### config.mk
export PLATFORM = sky130hd
export DESIGN_NAME = microwave_timer
export DESIGN_NICKNAME = d
export VERILOG_FILES = /design/src/rtl/microwave_timer.sv
export SDC_FILE = /design/constraint.sdc
export NUM_CORES = 1
export LEC_CHECK = 0
export BUFFER_PORTS_ARGS = -buffer_cell sky130_fd_sc_hd__buf_4
export CAP_MARGIN = 20
export CORE_MARGIN = 1
export CORE_UTILIZATION = 48
export DETAILED_ROUTE_END_ITERATION = 8
export PLACE_DENSITY = 0.72
export REMOVE_ABC_BUFFERS = 1
export SLEW_MARGIN = 20
export SYNTH_ARGS = -nofsm -noshare
export SYNTH_HDL_FRONTEND = slang
export SYNTH_SLANG_ARGS = --single-unit
### constraint.sdc
create_clock -name clock -period 2.7 [get_ports clock]
set_input_delay 0.135 -clock clock [delete_from_list [all_inputs] [get_ports clock]]
set_output_delay 0.135 -clock clock [all_outputs]
set_load 0.01 [all_outputs]
### src/rtl/microwave_timer.sv
// Microwave cook-time countdown in M:SS BCD: digits shift in from the right, then count down per tick.
// Optional one-cycle completion pulse on `done` when built with TIMER_DONE_PULSE_EN.
module microwave_timer #(
    parameter int unsigned TICK_DIV = 1
) (
    input  logic       clock,
    input  logic       clearn,
    input  logic [3:0] data,
    input  logic       loadn,
    input  logic       enable,
    output logic [3:0] sec_ones,
    output logic [3:0] sec_tens,
    output logic [3:0] min,
    output logic       zero
`ifdef TIMER_DONE_PULSE_EN
    ,
    output logic       done
`endif
);

    localparam int unsigned PW = (TICK_DIV > 1) ? $clog2(TICK_DIV) : 1;
    localparam logic [PW-1:0] PRE_LAST = PW'(TICK_DIV - 1);

    logic [3:0]    ones_q, ones_d;
    logic [3:0]    tens_q, tens_d;
    logic [3:0]    min_q, min_d;
    logic [PW-1:0] pre_q, pre_d;
    logic          load;
    logic          tick;
    logic          is_zero;
    logic          at_one;

    assign is_zero = (min_q == 4'd0) && (tens_q == 4'd0) && (ones_q == 4'd0);
    assign at_one  = (min_q == 4'd0) && (tens_q == 4'd0) && (ones_q == 4'd1);
    assign load    = !loadn && !enable && (data <= 4'd9);
    assign tick    = enable && (pre_q == PRE_LAST);

    always_comb begin
        ones_d = ones_q;
        tens_d = tens_q;
        min_d  = min_q;
        pre_d  = pre_q;
        if (load) begin
            min_d  = tens_q;
            tens_d = (ones_q > 4'd5) ? 4'd5 : ones_q;
            ones_d = data;
            pre_d  = '0;
        end else if (enable) begin
            pre_d = tick ? '0 : pre_q + PW'(1);
            // Seconds borrow ripples into tens (modulo 6) and then minutes.
            if (tick && !is_zero) begin
                if (ones_q == 4'd0) begin
                    ones_d = 4'd9;
                    if (tens_q == 4'd0) begin
                        tens_d = 4'd5;
                        min_d  = min_q - 4'd1;
                    end else begin
                        tens_d = tens_q - 4'd1;
                    end
                end else begin
                    ones_d = ones_q - 4'd1;
                end
            end
        end
    end

    always_ff @(posedge clock or negedge clearn) begin
        if (!clearn) begin
            ones_q <= '0;
            tens_q <= '0;
            min_q  <= '0;
            pre_q  <= '0;
        end else begin
            ones_q <= ones_d;
            tens_q <= tens_d;
            min_q  <= min_d;
            pre_q  <= pre_d;
        end
    end

`ifdef TIMER_DONE_PULSE_EN
    logic done_q, done_d;

    // Set by the same edge that takes 0:01 to 0:00, so it is high only while 0:00 is first shown.
    assign done_d = tick && at_one;

    always_ff @(posedge clock or negedge clearn) begin
        if (!clearn) begin
            done_q <= 1'b0;
        end else begin
            done_q <= done_d;
        end
    end

    assign done = done_q;
`else
    logic unused_at_one;
    assign unused_at_one = at_one;
`endif

    assign sec_ones = ones_q;
    assign sec_tens = tens_q;
    assign min      = min_q;
    assign zero     = is_zero;

endmodule

==> results of run 1 <==
layout make-up:
class	count	area (um^2)
multi-input cells	65	417
flip-flops and latches	13	325
clock buffers	4	26.3
inverters	2	7.51
well taps	16	20.0
fillers	143	536
repair buffers	23	175
stage by stage:
step | cell area [um^2] | util [%] | power (mW)
floorplan | 749 | - | 0.494
detailed placement | 935 | 62.0 | 0.643
global route | 971 | 64.5 | 0.815
finish | 971 | 64.5 | 0.765
CTS | 971 | 64.5 | 0.772
global placement | 935 | 62.0 | 0.639
layer usage:
metal	track usage, %	part of all wire, %	routed length, um	vias up
li1	-	-	-	363
met1	26.6	44	770	349
met2	36.0	48	830	29
met3	2.59	6.5	112	4
met4	10.0	1.3	23	0
met5	0	0	0	-
worst max-delay path, delay by kind of cell (launching register included):
family / cells / cell delay [ns]
AND/OR/NAND/NOR: 3 / 1.72
flip-flops: 1 / 0.45
AO/OA/AOI/OAI: 1 / 0.17
flip-flops by register name, indices dropped and copies added (netlist names):
signal,cells
pre_q,1
sec_tens,4
sec_ones,4
min,4
worst max path at each step:
stage / depth (start not counted) / startpoint / end
2_1_floorplan: 4 / sec_ones[0]$_DFFE_PN0P_ / min[3]$_DFFE_PN0P_
3_3_place_gp: 4 / sec_ones[0]$_DFFE_PN0P_ / min[3]$_DFFE_PN0P_
3_5_place_dp: 4 / sec_ones[0]$_DFFE_PN0P_ / min[3]$_DFFE_PN0P_
4_1_cts: 4 / sec_ones[0]$_DFFE_PN0P_ / min[3]$_DFFE_PN0P_
5_1_grt: 4 / sec_ones[0]$_DFFE_PN0P_ / min[3]$_DFFE_PN0P_
6_report: 4 / sec_ones[0]$_DFFE_PN0P_ / min[3]$_DFFE_PN0P_
cells in the mapped netlist:
master,count
a31oi_1,2
and2_1,1
and3_2,1
a311oi_1,1
a221o_1,1
o31ai_1,1
a21oi_1,6
nor2_1,10
o211ai_1,1
buf_6,1
a211oi_1,3
buf_2,2
nand3_1,2
or3_1,2
o311ai_1,1
clkbuf_1,1
or4b_1,3
o21a_1,1
o21ai_0,4
mux2i_1,1
or2_2,2
nand3b_1,1
inv_1,2
ha_1,2
nand2_1,4
and3_1,2
or2_1,1
nor2b_1,1
o31a_1,1
dfrtp_1,13
a21boi_0,1
nor4_1,2
a2111oi_0,2
nand2b_1,2
nor3b_1,2
xnor2_1,1
kinds of logic (layout without fill, tap and decap cells):
family,Yosys count,in the layout,share of synthesized area (%)
simple gates,36,36,26.3
compound gates,25,25,21.8
flops,13,13,42.0
buf+inv,6,29,4.20
fa+ha+maj,2,2,3.23
xor+xnor,1,1,1.13
mux,1,1,1.29
power groups by stage:
stage | Combinational, mW | Clock (mW) | Sequential (mW)
6_report | 0.306 | 0.124 | 0.335
2_1_floorplan | 0.148 | 0 | 0.346
5_1_grt | 0.334 | 0.133 | 0.348
4_1_cts | 0.309 | 0.129 | 0.334
3_3_place_gp | 0.306 | 0 | 0.333
3_5_place_dp | 0.306 | 0 | 0.337
what timing repair did:
| item | 4_1_cts | 5_1_grt |
|---|---|---|
| hold endpoints to repair | 13 | 0 |
| resized for setup | 0 | 0 |
| hold buffers | 1 | 0 |
==> qor.txt, run 1 <==
post-synth top area share: 42.0%
RR Endpoint: min[3]$_DFFE_PN0P_
Worst Path Arrival: 2.61 ns
Die Ht: 42.2 um
path depth of the worst reg2reg path: 4
total of max-cap violations: 0
Place WS: 0.317 ns
drc violations: 0
DP Cell Count: 118
GRT Total Usage: 21.2%
RR Startpoint: sec_ones[0]$_DFFE_PN0P_
Startpoint Class: flop
cell row count: 14
register area share after synthesis: 42.0%
drt total wl: 1740 um
Synth Instances: 84
Finished Layout Cells: 123
Post-CTS Setup Bufs: 0
drt pass-1 iters: 4
Root Driver: clkbuf_4
Hold Path Stages: 2
Critical Path Sink Type: flop
Via Count: 745
Max FO, Critical Path: 7
unrepaired setup endpoints after global routing: false
die outline area: 0.00178 mm^2
commonest non-fill, non-tap cell in the layout: buf_4
antenna violations before repair: 0
vias in the first global route: 691
Reg2Reg Setup Slack: 0.29 ns
ANT nets after route: 0
n_diodes: 0
final setup fails: 0
Hold Path End: pre_q$_DFFE_PN0P_
routability cong.: 0.798
Yosys reg bits: 13
most common cell type on the critical path: or4b_1
PwrDens: 788 mW/mm^2
Routed wire per std cell: 14.1 um
first-pass GRT wire length: 2870 um
Clock transition at path regs: 0.08 ns
Ports: 21
Tcrit/Tclk final: 89.2%
worst-margin pin slew: 0.471 ns
VDD IR max: 0.543 mV
Min Hold Slack: 0.0328 ns
cell internal pwr: 472 uW
Unique masters post-synth: 36
Slew headroom: 68.3%
layout cell share with drive strength beyond 1: 26.2%
Worst EP required: 2.90 ns
clock sinks: 13
Comb power frac: 40.1%
Hold Fails Final Rpt: 0
cts bufs inserted: 3
clock power share: 16.2%
Yosys Warn Count: 0
htree depth: 1
Initial DRC Count: 9
CP cell instances: or4b_1, or4b_1, or3_1, a31oi_1
slowest stage cell, crit path: or4b_1
post-DP HPWL: 1290 um
Slew Viols, Final: 0
initial core utilization: 51.4%
Port Buf Inserts: 20
switching part of the total power: 38.3%
crit-path max cell delay: 0.67 ns
Hold WC Path Type: input port to flop
HP Start: enable
CTS tree: done
Highest Clock Rate: 415 MHz
layout net count: 118
setup TNS after final layout: 0 ns
Via density: 6.06
area of the core: 0.00151 mm^2
Area contributors post-synth: dfrtp_1 42%, nor2_1 4.8%, a21oi_1 3.9%
cell taking the most area after synthesis: dfrtp_1
DIE WIDTH: 42.2 um
Mean Syn Cell Area: 9.22 um^2
fin crit period: 2.41 ns
clock insertion delay at the later pin of the skew report: 0.28 ns
switching pwr: 293 uW
Synth Cell Area: 774 um^2
GRT overflow: 0
status: complete, no violations
CP Class: flop to flop
Longest Clk Path Bufs: 2
worst setup margin: 0.291 ns
Final Skew: 0.00210 ns
register share of total power: 43.8%
commonest non-fill, non-tap cells in the layout: 22 x buf_4, 13 x dfrtp_1, 10 x nor2_1, 6 x a21oi_1
pin count of the biggest net entering global routing: 14
Area growth syn-to-layout: 25.4%
Static Leak: 0.429 nW
No activity file was read; power rests on OpenSTA's default activity.
==> inputs of run 2 (changes only) <==
BUFFER_PORTS_ARGS = -buffer_cell sky130_fd_sc_hd__buf_2   (was -buffer_cell sky130_fd_sc_hd__buf_4)
CORE_MARGIN = 2   (was 1)
==> run 2 against run 1 <==
Cell area shrank 5.2%. Via count grew 4.7%. Die area grew 9.7%. Sequential share of layout area up 1.8 points. Worst setup slack lost 0.0019 ns. Sequential power about the same. Clock skew is 0.012 ns higher. Critical path depth did not move. Highest routed layer unchanged. Global-route usage rose by 0.31 points. First-iteration DRC count rose by 130%. Utilization is 3.3 points lower. Count of clock-buffer cells in the layout is the same.
==> qor.txt, run 2 (synthesis results as in run 1) <==
initial core utilization: 51.4% (unchanged)
dpl cell area: 885 um^2 (-5.4%)
Longest Clk Path Bufs: 2 (unchanged)
setup TNS after final layout: 0 ns (unchanged)
VDD IR max: 0.444 mV (-18%)
area of the core: 0.00151 mm^2 (unchanged)
vias in the first global route: 746 (+8.0%)
commonest non-fill, non-tap cells in the layout: 20 x buf_2, 13 x dfrtp_1, 10 x nor2_1, 6 x a21oi_1
n_diodes: 0 (unchanged)
Final Cell Area: 921 um^2 (-5.2%)
CTS tree: done
Max FO, Critical Path: 7 (unchanged)
Clock transition at path regs: 0.09 ns (about the same)
Area growth syn-to-layout: 18.9%
RR Startpoint: sec_ones[0]$_DFFE_PN0P_
Hold Fails Final Rpt: 0 (unchanged)
path depth of the worst reg2reg path: 4 (unchanged)
Port Buf Inserts: 20 (unchanged)
drt total wl: 1790 um (+3.2%)
CP Class: flop to flop
ANT nets after route: 0 (unchanged)
pin count of the biggest net entering global routing: 14 (unchanged)
commonest non-fill, non-tap cell in the layout: buf_2
layout cell share with drive strength beyond 1: 26.2% (unchanged)
drc violations: 0 (unchanged)
Min Hold Slack: 0.0442 ns (+0.0113 ns)
Slew headroom: 65.4% (-2.9 points)
Final Skew: 0.0141 ns (+0.0120 ns)
post-DP HPWL: 1300 um (+0.31%)
Critical Path Sink Type: flop
total of max-cap violations: 0 (unchanged)
Slew Viols, Final: 0 (unchanged)
Root Driver: clkbuf_4
Hold WC Path Type: input port to flop
PwrDens: 795 mW/mm^2 (+0.89%)
Ports: 21 (unchanged)
final setup fails: 0 (unchanged)
Initial DRC Count: 21 (+12)
Hold Path End: pre_q$_DFFE_PN0P_
Worst Path Arrival: 2.61 ns (about the same)
status: complete, no violations
die outline area: 0.00195 mm^2 (+9.7%)
Static Leak: 0.411 nW (-4.0%)
Reg2Reg Setup Slack: 0.29 ns (about the same)
antenna violations before repair: 0 (unchanged)
DIE WIDTH: 44.2 um (+4.7%)
first-pass GRT wire length: 3130 um (+9.1%)
GRT Total Usage: 21.5% (+0.31 points)
GRT overflow: 0 (unchanged)
clock sinks: 13 (unchanged)
HP Start: enable
Worst EP required: 2.89 ns (about the same)
Startpoint Class: flop
worst-margin pin slew: 0.513 ns (+0.0425 ns)
unrepaired setup endpoints after global routing: false
fin crit period: 2.41 ns (+0.00190 ns)
fillcell total: 142 (-0.70%)
Highest Clock Rate: 415 MHz (about the same)
Via Count: 780 (+4.7%)
layout net count: 118 (unchanged)
Finished Layout Cells: 123 (unchanged)
DP Cell Count: 118 (unchanged)
htree depth: 1 (unchanged)
Hold Path Stages: 2 (unchanged)
cell row count: 14 (unchanged)
Tcrit/Tclk final: 89.3% (about the same)
Via density: 6.34 (+4.7%)
cts bufs inserted: 3 (unchanged)
RR Endpoint: min[3]$_DFFE_PN0P_
Routed wire per std cell: 14.6 um (+3.2%)
drt pass-1 iters: 4 (unchanged)
Die Ht: 44.2 um (+4.7%)
routability cong.: 0.847 (+6.1%)
clock insertion delay at the later pin of the skew report: 0.28 ns (about the same)
-- run 2: cell types whose count changed in the layout (fill, tap and decap cells not counted) --
cell / delta
buf_2: +20
buf_4: -20
-- run 2: critical path, stage by stage (launching register included) --
cell     delay [ns]
dfrtp_1        0.45
or4b_1         0.65
or4b_1         0.68
or3_1          0.39
a31oi_1        0.16
-- run 2: layout make-up --
class | count | area [um^2] | share of cell area, %
inverters | 2 | 7.51 | 0.815
multi-input cells | 65 | 417 | 45.2
repair buffers | 23 | 125 | 13.6
clock buffers | 4 | 26.3 | 2.85
well taps | 16 | 20.0 | 2.17
flip-flops and latches | 13 | 325 | 35.3
-- run 2: per-stage QoR --
stage	total power, mW	worst slack (ns)	util [%]
after floorplan	0.494	0.424	-
after global placement	0.603	0.384	58.7
after detailed placement	0.608	0.331	58.7
after CTS	0.733	0.297	61.1
after global routing	0.789	0.163	61.1
final	0.732	0.289	61.1
-- run 2: where the power goes --
group	total (mW)	internal, mW	switching [mW]
sequential	0.334	0.251	0.0826
combinational	0.276	0.131	0.145
clock	0.122	0.0573	0.0651
-- run 2: timing repair --
action / CTS / global route
buffers inserted: 0 / 0
hold buffers: 1 / 0
gates resized for setup: 0 / 0
hold endpoints to repair: 13 / 0
-- run 2: routing by layer --
layer	track usage, %	part of all wire, %
met5	0	0
met4	11.5	1.2
met3	2.86	6.0
met2	35.3	47
met1	27.5	46
-- run 2: how the worst max path moves through the flow --
| stage | startpoint | to | cells after the start |
|---|---|---|---|
| detailed placement | sec_ones[0]$_DFFE_PN0P_ | min[3]$_DFFE_PN0P_ | 4 |
| finish | sec_ones[0]$_DFFE_PN0P_ | min[3]$_DFFE_PN0P_ | 4 |
| CTS | sec_ones[0]$_DFFE_PN0P_ | min[3]$_DFFE_PN0P_ | 4 |
| global route | sec_ones[0]$_DFFE_PN0P_ | min[3]$_DFFE_PN0P_ | 4 |
| global placement | sec_ones[0]$_DFFE_PN0P_ | min[3]$_DFFE_PN0P_ | 4 |
| floorplan | sec_ones[0]$_DFFE_PN0P_ | min[3]$_DFFE_PN0P_ | 4 |
==> inputs of run 3 (changes only) <==
ABC_AREA = 1   (was not set)
PLACE_DENSITY = 0.7   (was 0.72)
==> run 3 against run 2 <==
Die area rose by 26%. Sequential share of layout area fell by 6.7 points. Utilization fell by 3.3 points. Via count rose by 25%. Largest power group is now combinational logic. Cell area rose by 23%. Area after synthesis rose by 29%.
==> qor.txt, run 3 <==
status: complete, no violations
Min Hold Slack: 0.168 ns (+0.124 ns)
clock sinks: 13 (unchanged)
htree depth: 1 (unchanged)
VDD IR max: 0.505 mV (+14%)
Hold Path Stages: 5 (+3)
Unique masters post-synth: 23 (-36%)
Slew Viols, Final: 0 (unchanged)
Synth Instances: 141 (+68%)
CP Class: flop to output pin
Port Buf Inserts: 20 (unchanged)
ys flop type: dfrtp_1
die outline area: 0.00246 mm^2 (+26%)
cell taking the most area after synthesis: dfrtp_1
ANT nets after route: 0 (unchanged)
Static Leak: 0.642 nW (+56%)
first-pass GRT wire length: 3800 um (+21%)
Area growth syn-to-layout: 13.9%
Worst EP required: 2.57 ns (-0.32 ns)
Hold Fails Final Rpt: 0 (unchanged)
n_diodes: 0 (unchanged)
Clock transition at path regs: 0.08 ns (about the same)
drt total wl: 2090 um (+16%)
cts bufs inserted: 3 (unchanged)
Mean Syn Cell Area: 7.06 um^2 (-23%)
DP Cell Count: 185 (+57%)
cell row count: 16 (+2)
synth cell count leaders: 52 x nand2_1, 16 x nand3_1, 13 x dfrtp_1
CTS tree: done
GRT overflow: 0 (unchanged)
Max FO, Critical Path: 5 (-2)
commonest non-fill, non-tap cells in the layout: 52 x nand2_1, 20 x buf_2, 16 x nand3_1, 13 x dfrtp_1, 10 x inv_1
Yosys reg bits: 13 (unchanged)
antenna violations before repair: 0 (unchanged)
Hold Path End: sec_ones[0]$_DFFE_PN0P_
RR Endpoint: sec_ones[3]$_DFFE_PN0P_
Die Ht: 49.6 um (+12%)
path depth of the worst reg2reg path: 9 (+5)
layout net count: 174 (+47%)
area of the core: 0.00196 mm^2 (+30%)
worst-margin pin slew: 0.305 ns (-0.208 ns)
layout cell share with drive strength beyond 1: 32.5% (+6.3 points)
fin crit period: 1.64 ns (-0.773 ns)
Highest Clock Rate: 611 MHz (+47%)
pin count of the biggest net entering global routing: 27 (+13)
Ports: 21 (unchanged)
HP Start: data[0]
Via Count: 977 (+25%)
Routed wire per std cell: 11.0 um (-25%)
setup TNS after final layout: 0 ns (unchanged)
post-synthesis async set-or-reset flop share: 100% (unchanged)
post-DP HPWL: 1600 um (+23%)
Startpoint Class: flop
drt pass-1 iters: 4 (unchanged)
PwrDens: 1040 mW/mm^2 (+30%)
final setup fails: 0 (unchanged)
register area share after synthesis: 32.7% (-9.3 points)
routability cong.: 0.894 (+5.6%)
Final Util: 57.8% (-3.3 points)
vias in the first global route: 891 (+19%)
Post-synth EDFFs: 0 (unchanged)
Longest Clk Path Bufs: 2 (unchanged)
unrepaired setup endpoints after global routing: false
clock insertion delay at the later pin of the skew report: 0.27 ns (about the same)
Critical Path Sink Type: output pin
post-synth top area share: 32.7% (-9.3 points)
Reg2Reg Setup Slack: 1.26 ns (+0.97 ns)
Post-CTS Setup Bufs: 0 (unchanged)
drc violations: 0 (unchanged)
Area contributors post-synth: dfrtp_1 33%, nand2_1 20%, nand3_1 8.0%
most frequent cell after synthesis: nand2_1
Via density: 5.14 (-19%)
commonest non-fill, non-tap cell in the layout: nand2_1
total of max-cap violations: 0 (unchanged)
Synth Cell Area: 996 um^2 (+29%)
Tcrit/Tclk final: 60.6% (-29 points)
Final Skew: 0.00100 ns (-0.0131 ns)
Finished Layout Cells: 190 (+54%)
DIE WIDTH: 49.6 um (+12%)
Initial DRC Count: 19 (-9.5%)
Worst Path Arrival: 1.50 ns (-1.11 ns)
Slew headroom: 79.7% (+14 points)
RR Startpoint: min[0]$_DFFE_PN0P_
GRT Total Usage: 19.6% (-1.9 points)
Root Driver: clkbuf_4
initial core utilization: 50.8% (-0.65 points)
Yosys Warn Count: 0 (unchanged)
Hold WC Path Type: input port to flop
-- run 3: changes by cell type after synthesis, moves of 3 or more --
cell / change
nand2_1: +48
nand3_1: +14
nand2_2: +9
inv_1: +8
nor2_1: -7
a21oi_1: -6
inv_2: +6
o21ai_1: +5
nor2_2: +4
a211oi_1: -3
nor2_4: +3
o21ai_2: +3
or4b_1: -3
-- run 3: layout make-up --
class / count / area [um^2]
clock buffer: 4 / 26.3
fill: 221 / 827
inverter: 17 / 66.3
multi-input combinational: 108 / 573
sequential: 13 / 325
tap: 27 / 33.8
timing repair buffer: 21 / 110
-- run 3: cell families (layout without fill, tap and decap cells) --
logic type	after synthesis	in the layout	synth area share, %
flip-flops	13	13	32.7
adder cells (fa/ha/maj)	2	2	2.51
buffers and inverters	20	42	9.80
AND/OR/NAND/NOR	94	94	47.5
AO/OA/AOI/OAI	11	11	6.66
XOR/XNOR	1	1	0.880
-- run 3: worst max-delay path by stage --
stage / startpoint / slack, ns / endpoint / cells after the start
after floorplan: min[0]$_DFFE_PN0P_ / 1.34 / sec_ones[0]$_DFFE_PN0P_ / 9
after global placement: min[0]$_DFFE_PN0P_ / 1.30 / sec_ones[3]$_DFFE_PN0P_ / 9
after detailed placement: min[0]$_DFFE_PN0P_ / 1.27 / sec_ones[3]$_DFFE_PN0P_ / 9
after CTS: min[0]$_DFFE_PN0P_ / 1.05 / zero / 7
after global routing: min[0]$_DFFE_PN0P_ / 0.95 / zero / 7
final: min[0]$_DFFE_PN0P_ / 1.06 / zero / 7
-- run 3: per-layer routing --
layer  vias to the layer above  part of all wire [%]  GRT usage (%)
met5                         -                     0              0
li1                        488                     -              -
met3                         2                   3.0           2.73
met1                       470                    50           26.6
met4                         0                  0.29           6.94
met2                        17                    47           31.8
-- run 3: what timing repair did --
action                                 4_1_cts  5_1_grt
endpoints found under the hold margin       13        0
resized for setup                            0        0
hold buffers                                 1        0
-- run 3: critical path, stage by stage (launching register included) --
cell and delay (ns):
dfrtp_1 0.40, inv_1 0.14, ha_1 0.18, nand3_2 0.12, nor2_2 0.14, nand2_2 0.08
inv_1 0.06, buf_2 0.12
-- run 3: metrics by stage --
| stage | power [mW] | setup WS [ns] | area, um^2 |
|---|---|---|---|
| after floorplan | 0.877 | 1.34 | 965 |
| after global placement | 1.05 | 1.30 | 1100 |
| after detailed placement | 1.06 | 1.27 | 1100 |
| after CTS | 1.19 | 1.05 | 1130 |
| after global routing | 1.31 | 0.949 | 1130 |
| final | 1.18 | 1.06 | 1130 |
-- run 3: where the power goes --
group / total [mW] / internal [mW] / leakage (nW) / switching (mW)
registers: 0.379 / 0.272 / 0.165 / 0.106
clock network: 0.123 / 0.0572 / 0.0150 / 0.0658
logic: 0.674 / 0.261 / 0.462 / 0.413
